$ cat src/rtl/wb_stage.sv
// Writeback stage: MEM/WB pipeline register, result/destination selection,
// register-file write port, same-cycle bypass to decode and a retire counter.
module wb_stage (
   input  logic        clk,
   input  logic        rst,
   input  logic        in_valid,
   input  logic        stall,
   input  logic        flush,
   input  logic        RegWrite,
   input  logic        MemtoReg,
   input  logic        RegDest,
   input  logic [31:0] alu_result,
   input  logic [31:0] mem_data,
   input  logic [4:0]  addr1,
   input  logic [4:0]  addr2,
   input  logic [4:0]  rd_addr_a,
   input  logic [4:0]  rd_addr_b,
   input  logic [31:0] rf_data_a,
   input  logic [31:0] rf_data_b,
   output logic [31:0] write_data,
   output logic [4:0]  write_address,
   output logic        write_enable,
   output logic [31:0] byp_data_a,
   output logic [31:0] byp_data_b,
   output logic [31:0] retire_count
);

   logic        valid_r;
   logic        reg_write_r;
   logic        mem_to_reg_r;
   logic [4:0]  dest_r;
   logic [31:0] alu_result_r;
   logic [31:0] mem_data_r;
   logic        committed_r;
   logic [31:0] retire_count_r;

   logic [31:0] write_data_s;
   logic        write_enable_s;

   // MEM/WB register and retire counter; flush outranks stall, committed
   // marks a held instruction whose single write already happened.
   always_ff @(posedge clk) begin
      if (rst) begin
         valid_r        <= 1'b0;
         reg_write_r    <= 1'b0;
         mem_to_reg_r   <= 1'b0;
         dest_r         <= 5'd0;
         alu_result_r   <= 32'd0;
         mem_data_r     <= 32'd0;
         committed_r    <= 1'b0;
         retire_count_r <= 32'd0;
      end else begin
         if (write_enable_s) begin
            retire_count_r <= retire_count_r + 32'd1;
         end else begin
            retire_count_r <= retire_count_r;
         end
         if (flush) begin
            valid_r     <= 1'b0;
            committed_r <= 1'b0;
         end else if (stall) begin
            if (valid_r) begin
               committed_r <= 1'b1;
            end else begin
               committed_r <= committed_r;
            end
         end else begin
            valid_r      <= in_valid;
            reg_write_r  <= RegWrite;
            mem_to_reg_r <= MemtoReg;
            dest_r       <= RegDest ? addr2 : addr1;
            alu_result_r <= alu_result;
            mem_data_r   <= mem_data;
            committed_r  <= 1'b0;
         end
      end
   end

   // Write port and bypass muxes, combinational from the stage register.
   always_comb begin
      write_data_s   = 32'd0;
      write_enable_s = 1'b0;
      byp_data_a     = rf_data_a;
      byp_data_b     = rf_data_b;
      if (mem_to_reg_r) begin
         write_data_s = mem_data_r;
      end else begin
         write_data_s = alu_result_r;
      end
      write_enable_s = valid_r & reg_write_r & ~committed_r & (dest_r != 5'd0);
      if (write_enable_s && (rd_addr_a == dest_r)) begin
         byp_data_a = write_data_s;
      end else begin
         byp_data_a = rf_data_a;
      end
      if (write_enable_s && (rd_addr_b == dest_r)) begin
         byp_data_b = write_data_s;
      end else begin
         byp_data_b = rf_data_b;
      end
   end

   assign write_data    = write_data_s;
   assign write_address = dest_r;
   assign write_enable  = write_enable_s;
   assign retire_count  = retire_count_r;

endmodule
$ cat config.mk
export PLATFORM = sky130hd
export DESIGN_NAME = wb_stage
export DESIGN_NICKNAME = d
export VERILOG_FILES = /design/src/rtl/wb_stage.sv
export SDC_FILE = /design/constraint.sdc
export NUM_CORES = 1
export LEC_CHECK = 0
export CAP_MARGIN = 20
export CORE_ASPECT_RATIO = 0.9
export CORE_UTILIZATION = 25
export CTS_CLUSTER_SIZE = 30
export DETAILED_ROUTE_END_ITERATION = 6
export GPL_TIMING_DRIVEN = 1
export PLACE_DENSITY = 0.55
export SYNTH_ARGS = -nofsm -noshare
export SYNTH_HDL_FRONTEND = slang
export SYNTH_SLANG_ARGS = --single-unit
export TNS_END_PERCENT = 20
$ cat constraint.sdc
create_clock -name clk -period 2.45 [get_ports clk]
set_input_delay 0.49 -clock clk [delete_from_list [all_inputs] [get_ports clk]]
set_output_delay 0.49 -clock clk [all_outputs]
set_load 0.05 [all_outputs]
=== Yosys cells after proc, flatten, opt, wreduce, memory -nomap -nowiden ===
Index checks and enable logic that the tools add are counted.

* Register bits after elaboration: 105
* Word-level logic and storage cells: 27

* Equality and inequality tests: 2
* Mux-type cells: 4
* Reduce and logical (&&, ||, !) cells: 6
* Bitwise gates (word level): 6
* Add/sub/neg operators: 1

{| class="wikitable"
|+ Operators with widths
! cell !! count
|-
| $mux 32 || 3
|-
| $add 32x1->32 const B || 1
|-
| $eq 5x5->1 || 2
|-
| $mux 5 || 1
|-
| $reduce_bool 5->1 || 1
|-
| $and 1x1->1 || 3
|-
| $not 1->1 || 3
|-
| $reduce_or 3->1 || 1
|-
| $logic_and 1x1->1 || 2
|-
| $reduce_and 2->1 || 1
|-
| $reduce_or 2->1 || 1
|}

=== Logic depth before layout (Yosys ltp) ===
Gate-level depths: netlist of the first run.

* Depth in word-level cells: 5
* Mapped depth: 7

=== Worst setup path before layout of the first run ===
No wires, ideal clock.

* Path type: register to output
* From: register dest_r[4] (netlist: write_address[4])
* To: output port byp_data_a[10]
* Data required time: 1960 ps
* Data arrival time: 2160 ps
* Stages on the path, launching flop included: 7
* Setup slack: -200 ps
* Buffers on the path: 2
* Path through: dfxtp_1 clkbuf_1 xnor2_1 nand3_1 nor4_4 buf_6 mux2_4

* Cells in the longest elaborated chain, start to end: 4
* Elaborated cells on any way between the ends: 5
* Classes of those cells: eq/ne: 1; mux: 1; bitwise: 1; reduce/logical: 2

{| class="wikitable"
|+ RTL lines
! item !! RTL line !! text
|-
| start: declaration || 31 || <nowiki>logic [4:0] dest_r;</nowiki>
|-
| start signal: assignment || 71 || <nowiki>dest_r <= RegDest ? addr2 : addr1;</nowiki>
|-
| $reduce_bool 5->1 || 90 || <nowiki>write_enable_s = valid_r & reg_write_r & ~committed_r & (dest_r != 5'd0);</nowiki>
|-
| $and 1x1->1 || 90 ||
|-
| $logic_and 1x1->1 (*) || 91 || <nowiki>if (write_enable_s && (rd_addr_a == dest_r)) begin</nowiki>
|-
| $mux 32 (*) || 91 ||
|-
| end: declaration || 23 || <nowiki>output logic [31:0] byp_data_a,</nowiki>
|}

Mark *: on every way between the ends. The rest lies on a longest branch, timed or not.

=== Worst setup path in the final report of the first run ===
* From: register dest_r[0] (netlist: write_address[0])
* To: output port byp_data_b[29]

* Cells in the longest elaborated chain, start to end: 4
* Elaborated cells on any way between the ends: 5
* Classes of those cells: eq/ne: 1; mux: 1; bitwise: 1; reduce/logical: 2

{| class="wikitable"
|+ RTL lines
! item !! RTL line !! text
|-
| $reduce_bool 5->1 || 90 ||
|-
| $and 1x1->1 || 90 ||
|-
| $logic_and 1x1->1 (*) || 96 || <nowiki>if (write_enable_s && (rd_addr_b == dest_r)) begin</nowiki>
|-
| $mux 32 (*) || 96 ||
|-
| end: declaration || 24 || <nowiki>output logic [31:0] byp_data_b,</nowiki>
|}

Marked as above.

==> results of run 1 <==
-- per-stage QoR --
step / cells / cell area, um2 / utilization / worst slack [ns]
after global placement: 1192 / 9250 / 0.424 / -0.331
after detailed placement: 1192 / 9250 / 0.424 / -0.359
after CTS: 1209 / 9770 / 0.448 / -0.435
final: 1209 / 9770 / 0.448 / -0.408
after global routing: 1209 / 9770 / 0.448 / -0.489
after floorplan: 621 / 5610 / - / 0.0646
-- sequential cells by signal (all words and copies together) (netlist names) --
name           flops
valid_r            1
mem_data_r        32
write_address      5
committed_r        1
retire_count      32
alu_result_r      32
mem_to_reg_r       1
reg_write_r        1
-- power by group --
| group | switching [mW] | internal (mW) |
|---|---|---|
| Combinational | 0.604 | 0.617 |
| Sequential | 0.0275 | 1.76 |
| Clock | 0.674 | 0.905 |
-- cell type report --
type | instances | area, um2 | share of cell area
Clock buffer | 11 | 233 | 0.0238
Clock inverter | 5 | 85.1 | 0.00871
Inverter | 6 | 25.0 | 0.00256
Multi-Input combinational cell | 469 | 3280 | 0.335
Sequential cell | 105 | 2110 | 0.216
Tap cell | 291 | 364 | 0.0373
Timing Repair Buffer | 322 | 3680 | 0.377
-- critical path, cell delays in order, from the launching register on --
cell     delay, ns
dfxtp_2       0.33
or4_4         0.58
o21ai_4       0.20
buf_4         0.15
nor4_4        0.05
buf_4         0.20
mux2_4        0.31
buf_4         0.19
-- Yosys cell counts, drive strengths merged --
library cell  instances  area share
nand2               147       0.099
dfxtp               105        0.38
mux2                 96        0.23
a21oi                75       0.067
nor2                 33       0.022
clkbuf               30       0.020
xnor2                24       0.038
nand3                13       0.014
nor3                 13       0.012
buf                  11       0.017
xor2                  9       0.014
nor4                  8       0.014
inv                   6      0.0045
mux2i                 6       0.011
o21ai                 6      0.0074
or3                   6      0.0067
a211oi                5      0.0067
and3                  5      0.0056
nand4                 5      0.0056
and4                  3      0.0047
and2                  2      0.0022
o211ai                2      0.0045
or4                   2      0.0034
a21o                  1      0.0013
a31o                  1      0.0016
and3b                 1      0.0016
and4b                 1      0.0018
ha                    1      0.0022
nand2b                1      0.0011
nor4b                 1      0.0016
o31ai                 1      0.0013
or2                   1      0.0011
-- layer usage --
metal / GRT usage / up-vias
li1: - / 2708
met1: 0.196 / 2497
met2: 0.256 / 181
met3: 0.0442 / 10
met4: 0.0390 / 0
met5: 0 / -
-- what timing repair did --
item / 4_1_cts / 5_1_grt
endpoints found under the setup margin: 65 / 65
gates resized for setup: 53 / 0
setup buffers: 1 / 0
-- worst paths after layout --
kind | to | slack, ns | cells after the start
worst max-delay path | byp_data_b[29] | -0.41 | 7
worst min-delay path | mem_data_r[19] | 0.45 | 2
worst max register to register | retire_count[29] | 0.48 | 6
worst min register to register | mem_data_r[19] | 0.45 | 2
-- logic make-up after synthesis --
group,share of synthesized area
xor+xnor,0.0516
flops,0.375
fa+ha+maj,0.00223
compound gates,0.0898
buf+inv,0.0413
simple gates,0.196
mux,0.244
==> summary.md, run 1 <==
| Metric | Value |
|---|---|
| Status | finished, violations left |
| Failing checks | setup timing |
| Nets | approximately 1100 |
| Total power | between 4 and 5 mW |
| HP Class | register to register |
| Routed length on met1 | a little over 8000 um |
| Pin count of the biggest net entering global routing | 67 |
| Die height | 144 um |
| Worst-Skew Late Latency | ~0.35 ns |
| Max VDD drop | ~0.42 mV |
| Die area | 0.0230 mm2 |
| Most common cell after layout, fill and taps aside | clkdlybuf4s50_1 |
| Setup crit start | write_address[0] |
| Tcrit/Tclk final | 1.17 |
| Worst slew pin tran | roughly 0.54 ns |
| Register bit total from synthesis | ~110 |
| Setup_tns | -23.32 ns |
| Die Width | between 150 and 200 um |
| Layout Skew | around 0.010 ns |
| Crit. End Element | primary output |
| Fill cell count | between 2000 and 2500 |
| P_leak | between 3 and 4 nW |
| FMAX | about 350 MHz |
| Cell Area, Synth | roughly 0.0056 mm2 |
| Root Driver | clkbuf_16 |
| IO Count | between 200 and 300 |
| CTS tree | built |
| Hold wc startpoint | mem_data_r[19] |
| Synth-to-Final Area Change | 74.4% |
| # DRC | 0 |
| Htree depth | 3 |
| Hold Slack | around 0.45 ns |
| Register area share after synthesis | 0.375 |
| Drt wl/cell | around 15 um |
| Yosys warns | 0 |
| CTS buffer count | 9 |
| Congestion Overflow GR | 0 |
| Number of global-route vias before repair | ~5000 |
| Synth Net Count | ~780 |
| Post-route minimum period | ~2.9 ns |
| # hold bufs at CTS | 0 |
| Initial antenna violation count | 0 |
| First-pass DRT Iterations | 4 |
| Max Cap Viol | 0 |
| Routability cong. | 0.808 |
| Crit path DAT | ~2.4 ns |
| Worst Path Max Fanout | 7 |
| Cells after Synth | ~620 |
| Post-DP HPWL | ~14000 um |
| Max-slew headroom | 0.639 |
| Share of layout cells above drive strength 1 | 0.280 |
| Via count | about 5400 |
| Met2 wire length | about 8900 um |
| Crit Path Category | register to primary output |
| Slew Viols, Final | 0 |
| Final hold vios | 0 |
| Final Worst Setup Slack | -0.408 ns |
| Power per standard cell area | 470 mW/mm2 |
| Total GRT Usage | 0.154 |
| 1st-iter DRT viols | roughly 150 |
| Initial core utilization | 0.257 |
| DRT antenna net count | 0 |
| Final WL | 18500 um |
| Core area | approximately 0.022 mm2 |
| Wire length of the first global-routing pass | roughly 28000 um |
| Row Count | 51 |
| Clk slew on worst S/H paths | ~0.070 ns |
| Routed met3 length | between 1000 and 1500 um |
| Setup Viol. Count Final | between 60 and 70 |
| Mean Syn Cell Area | 9.02 um2 |
| Crit path launch type | register |
| PortBufs | between 200 and 300 |
| RSZ-0062 raised after global routing | yes |
| Ant. Diodes | 0 |
| RR Startpoint | write_address[0] |
| Vias per cell | 4.46 |
| Unique masters post-synth | 39 |
| Clk buf depth | 2 |
| Highest routed layer | met4 |
| Most frequent cells in the layout | clkdlybuf4s50_1 (191), nand2_1 (147), dfxtp_1 (100), a21oi_1 (75), mux2_4 (60) |
| Num Clock Sinks | ~110 |
| Critical path required time | a little under 2 ns |
Note: power is estimated with default switching activity, not from simulation.
==> run 2, diff against run 1 <==
--- a/config.mk
+++ b/config.mk
@@ -5,13 +5,12 @@
 export SDC_FILE = /design/constraint.sdc
 export NUM_CORES = 1
 export LEC_CHECK = 0
-export CAP_MARGIN = 20
 export CORE_ASPECT_RATIO = 0.9
 export CORE_UTILIZATION = 25
 export CTS_CLUSTER_SIZE = 30
 export DETAILED_ROUTE_END_ITERATION = 6
+export GPL_ROUTABILITY_DRIVEN = 0
 export GPL_TIMING_DRIVEN = 1
-export PLACE_DENSITY = 0.55
 export SYNTH_ARGS = -nofsm -noshare
 export SYNTH_HDL_FRONTEND = slang
 export SYNTH_SLANG_ARGS = --single-unit
==> summary.md, run 2 (synthesis gave the netlist of run 1 again) <==
| Metric | Value |
|---|---|
| Worst Path Max Fanout | 12 |
| Fill cell count | about 2200 |
| Initial antenna violation count | 0 |
| Post-route minimum period | 2.87 ns |
| DRT antenna net count | 0 |
| Status | finished, violations left |
| PortBufs | just under 300 |
| Grt met1 use | 0.202 |
| Power per standard cell area | 468 mW/mm2 |
| First-pass DRT Iterations | 4 |
| Htree depth | 3 |
| Root Driver | clkbuf_16 |
| GR Util met3 | 0.0370 |
| Slowest stage delay, CP | ~0.58 ns |
| FMAX | 349 MHz |
| Wire length of the first global-routing pass | 28500 um |
| Die area | 0.0230 mm2 |
| Final core occ | 0.426 |
| # DRC | 0 |
| Initial core utilization | 0.257 |
| Area of the multi-input gates | approximately 0.0033 mm2 |
| Worst slew pin tran | 0.542 ns |
| Most common cell after layout, fill and taps aside | clkdlybuf4s50_1 |
| Layout Skew | 0.00829 ns |
| Die height | between 100 and 150 um |
| Final Worst Setup Slack | -0.419 ns |
| Hold wc startpoint | mem_data_r[1] |
| FF-to-FF setup slack | ~0.47 ns |
| # hold bufs at CTS | 0 |
| Number of global-route vias before repair | just over 5000 |
| Crit Path Category | register to primary output |
| Final WL | roughly 19000 um |
| Ant. Diodes | 0 |
| M2 GR Usage | 0.264 |
| Num Clock Sinks | roughly 110 |
| Max Cap Viol | 0 |
| Critical path required time | 1.96 ns |
| Failing checks | setup timing |
| Critical Path, Cell by Cell | or4_4 -> o21ai_4 -> nor4_4 -> buf_12 -> buf_4 -> mux2_4 -> buf_6 |
| CP max stage cell | or4_4 |
| Seq. cell area | 0.00211 mm2 |
| HP Class | register to register |
| Crit path DAT | ~2.4 ns |
| Pin count of the biggest net entering global routing | 63 |
| Total GRT Usage | 0.157 |
| Synth-to-Final Area Change | 66.2% |
| RR Startpoint | retire_count[2] |
| Setup Viol. Count Final | 65 |
| RSZ-0062 raised after global routing | yes |
| Max VDD drop | 0.357 mV |
| Setup_tns | -23.03 ns |
| 1st-iter DRT viols | 203 |
| Setup crit start | write_address[3] |
| Hold Path Depth | 2 |
| Worst r2r path cells | 4 |
| Row Count | 51 |
| GRT busiest layer | met2 |
| Worst-Skew Late Latency | about 0.35 ns |
| Via count | 5387 |
| Crit. End Element | primary output |
| IO Count | 290 |
| Place WS | -0.427 ns |
| Most frequent cells in the layout | clkdlybuf4s50_1 (189), nand2_1 (147), dfxtp_1 (99), a21oi_1 (75), buf_4 (65) |
| Post-DP HPWL | between 10000 and 15000 um |
| Slew Viols, Final | 0 |
| Tcrit/Tclk final | 1.17 |
| Final hold vios | 0 |
| Max-slew headroom | 0.637 |
| CTS tree | built |
| Crit path launch type | register |
| Die Width | roughly 160 um |
| Clk slew on worst S/H paths | 0.07 ns |
| Nets | ~1100 |
| Drt wl/cell | ~15 um |
| Vias per cell | ~4.5 |
| Share of layout cells above drive strength 1 | 0.281 |
| Clk buf depth | 2 |
| P_leak | ~3.6 nW |
| CTS buffer count | 9 |
| Core area | between 0.02 and 0.025 mm2 |
| Congestion Overflow GR | 0 |
[run 2: cell count changes in the layout (fill, tap and decap cells not counted), sizes merged]
cell	previous run	this run
buf	131	129
bufinv	2	0
clkdlybuf4s50	191	189
clkinv	0	2
dlymetal6s2s	0	2
[run 2: what timing repair did]
action / in CTS / in global routing
endpoints found under the setup margin: 65 / 65
pin swaps: 2 / 3
gates resized for setup: 52 / 3
setup buffers: 1 / 3
[run 2: worst paths after layout]
kind	endpoint
setup reg to reg	retire_count[27]
hold reg to reg	mem_data_r[1]
hold / removal	mem_data_r[1]
setup / recovery	byp_data_b[12]
[run 2: worst max-delay path, delay by kind of cell, from the launching register on]
kind / cells / cell delay [ns]
simple gates: 2 / 0.67
buf+inv: 3 / 0.48
flops: 1 / 0.32
mux: 1 / 0.30
compound gates: 1 / 0.25
[run 2: cell type report]
| class | count | share of cell area |
|---|---|---|
| inverter | 6 | 0.00269 |
| tap | 291 | 0.0391 |
| sequential | 105 | 0.227 |
| clock buffer | 11 | 0.0261 |
| clock inverter | 5 | 0.00511 |
| multi-input combinational | 469 | 0.352 |
| timing repair buffer | 320 | 0.348 |
[run 2: per-layer routing]
| metal | wire [um] | vias up |
|---|---|---|
| li1 | - | 2699 |
| met1 | 8310 | 2511 |
| met2 | 9000 | 165 |
| met3 | 1050 | 12 |
| met4 | 189 | 0 |
| met5 | 0 | - |
[run 2: stage by stage]
step	total power [mW]	hold slack (ns)	instances	cell area, um2
final	4.35	0.453	1207	9310
after detailed placement	2.93	0.444	1187	8790
after floorplan	2.44	0.433	621	5610
after CTS	4.41	0.454	1204	9280
after global placement	2.93	0.438	1187	8790
after global routing	4.55	0.467	1207	9310
[run 2: report_power, final]
part,switching [mW],internal [mW]
clock network,0.690,0.737
registers,0.0286,1.76
logic,0.593,0.541
total,1.31,3.04
==> patch, RTL diff (settings of run 2) <==
Register the output `retire_count` once more, with the module's reset; this adds one clock of latency there. The other outputs are not delayed to match.
--- a/src/rtl/wb_stage.sv
+++ b/src/rtl/wb_stage.sv
@@ -103,6 +103,12 @@
    assign write_data    = write_data_s;
    assign write_address = dest_r;
    assign write_enable  = write_enable_s;
-   assign retire_count  = retire_count_r;
+   always_ff @(posedge clk) begin
+      if (rst) begin
+         retire_count <= '0;
+      end else begin
+         retire_count <= retire_count_r;
+      end
+   end
 
 endmodule
Behaviour: not the same (Yosys sat finds a counterexample within 4 cycles, from zero or initial values and one cycle with rst high).
==> patch against run 2 <==
The flow still finishes with violations (negative setup slack). Sequential power rose by 29%. Largest power group is now clock. Setup slack got worse by 68 ps. Critical path depth did not move. Wire length rose by 7.5%. Sequential cell count rose by 32. Sequential share of layout area rose by 2.6 points. Synthesized area rose by 16%. Utilization rose by 0.48 points. Die area rose by 16%. Via count rose by 9.1%. Non-clock buffer count rose by 1. Total power rose by 39%. Cell area rose by 17%. Global-route usage fell by 0.91 points.
==> patch: results (changes against run 2) <==
STA
  – Pin slew with the least headroom to its limit: 603.3 ps (was 542.5 ps)
  – Setup-failing EPs final: 65 (unchanged)
  – Worst hold margin: 451.0 ps (was 453.2 ps)
  – Setup slack of the critical path after layout: -487.6 ps (was -419.4 ps)

Clocking
  – Clock slew at reported path FFs: 50 ps (was 70 ps)
  – Total clock buffers created by CTS: 17 (was 9)

Finish
  – Final net count: 1136 (was 1068)
  – Count of buffers not belonging to the clock network in the layout: 321 (was 320)
  – Layout cell share with drive strength beyond 1: 0.2873 (was 0.2806)
  – FF/Latch Area: 0.002756 mm² (was 0.002110 mm²)
  – Fraction of cell area in non-clock buffers: 0.3309 (was 0.3480)
  – Multi-input combinational cell area: 0.003526 mm² (was 0.003279 mm²)

Worst setup path
  – Max FO, Critical Path: 32 (was 12)
  – CP startpoint: rd_addr_a[0] (was write_address[3]$_SDFFE_PP0P_)
  – Capture point of the critical path: byp_data_a[0] (was byp_data_b[12])
  – Reg-to-reg slack, setup: 440 ps (was 470 ps)
  – Slowest-stage cell, CP: sky130_fd_sc_hd__clkdlybuf4s50_1 (was sky130_fd_sc_hd__or4_4)
  – Worst r2r src: retire_count_r[10]$_SDFFE_PP0N_ (was retire_count[2]$_SDFFE_PP0N_)

Yosys
  – Share of the synthesized area in compound gates (AO/OA/AOI/OAI): 0.07265 (was 0.08981)
  – Synth area leaders: sky130_fd_sc_hd__dfxtp_1, sky130_fd_sc_hd__mux2_4, sky130_fd_sc_hd__mux2_2 (was sky130_fd_sc_hd__dfxtp_1, sky130_fd_sc_hd__mux2_4, sky130_fd_sc_hd__nand2_1)
  – Share of synthesized area occupied by flip-flops and latches: 0.4213 (was 0.3753)
  – XOR/XNOR share of the synthesized area: 0.01884 (was 0.05161)

Power and ir drop
  – Share of power burned in combinational logic: 0.202 (was 0.261)

Status
  – Status: finished with violations (unchanged)
  – Violations in the final reports: negative setup slack (unchanged)

Global routing
  – Via count of the first global-routing pass: 5730 (was 5170)

Placement
  – Dpl cell area: 0.01007 mm² (was 0.008786 mm²)

Route
  – Count of routing violations after the opening detailed-route iteration: 323 (was 203)
patch: repair_timing:
item / CTS / global route
gates resized for setup: 63 / 2
endpoints found under the hold margin: 0 / 0
hold buffers: 0 / 0
cloned: 0 / 0
setup buffers: 2 / 1
setup endpoints to repair: 65 / 65
pin swaps: 0 / 1
patch: worst min-delay path, cell delays in order (launching register included):
cell and delay (ps):
sky130_fd_sc_hd__dfxtp_1 300, sky130_fd_sc_hd__nand2_1 50, sky130_fd_sc_hd__a21oi_1 50
patch: routing by layer:
layer / routed length (µm) / vias up / share of wire / track usage
met1: 8772 / 2741 / 0.44 / 0.1892
met3: 1417 / 8 / 0.071 / 0.04528
met2: 9588 / 170 / 0.48 / 0.2396
li1: - / 2956 / - / -
met5: 0 / - / 0 / 0
met4: 150 / 0 / 0.0075 / 0.03919
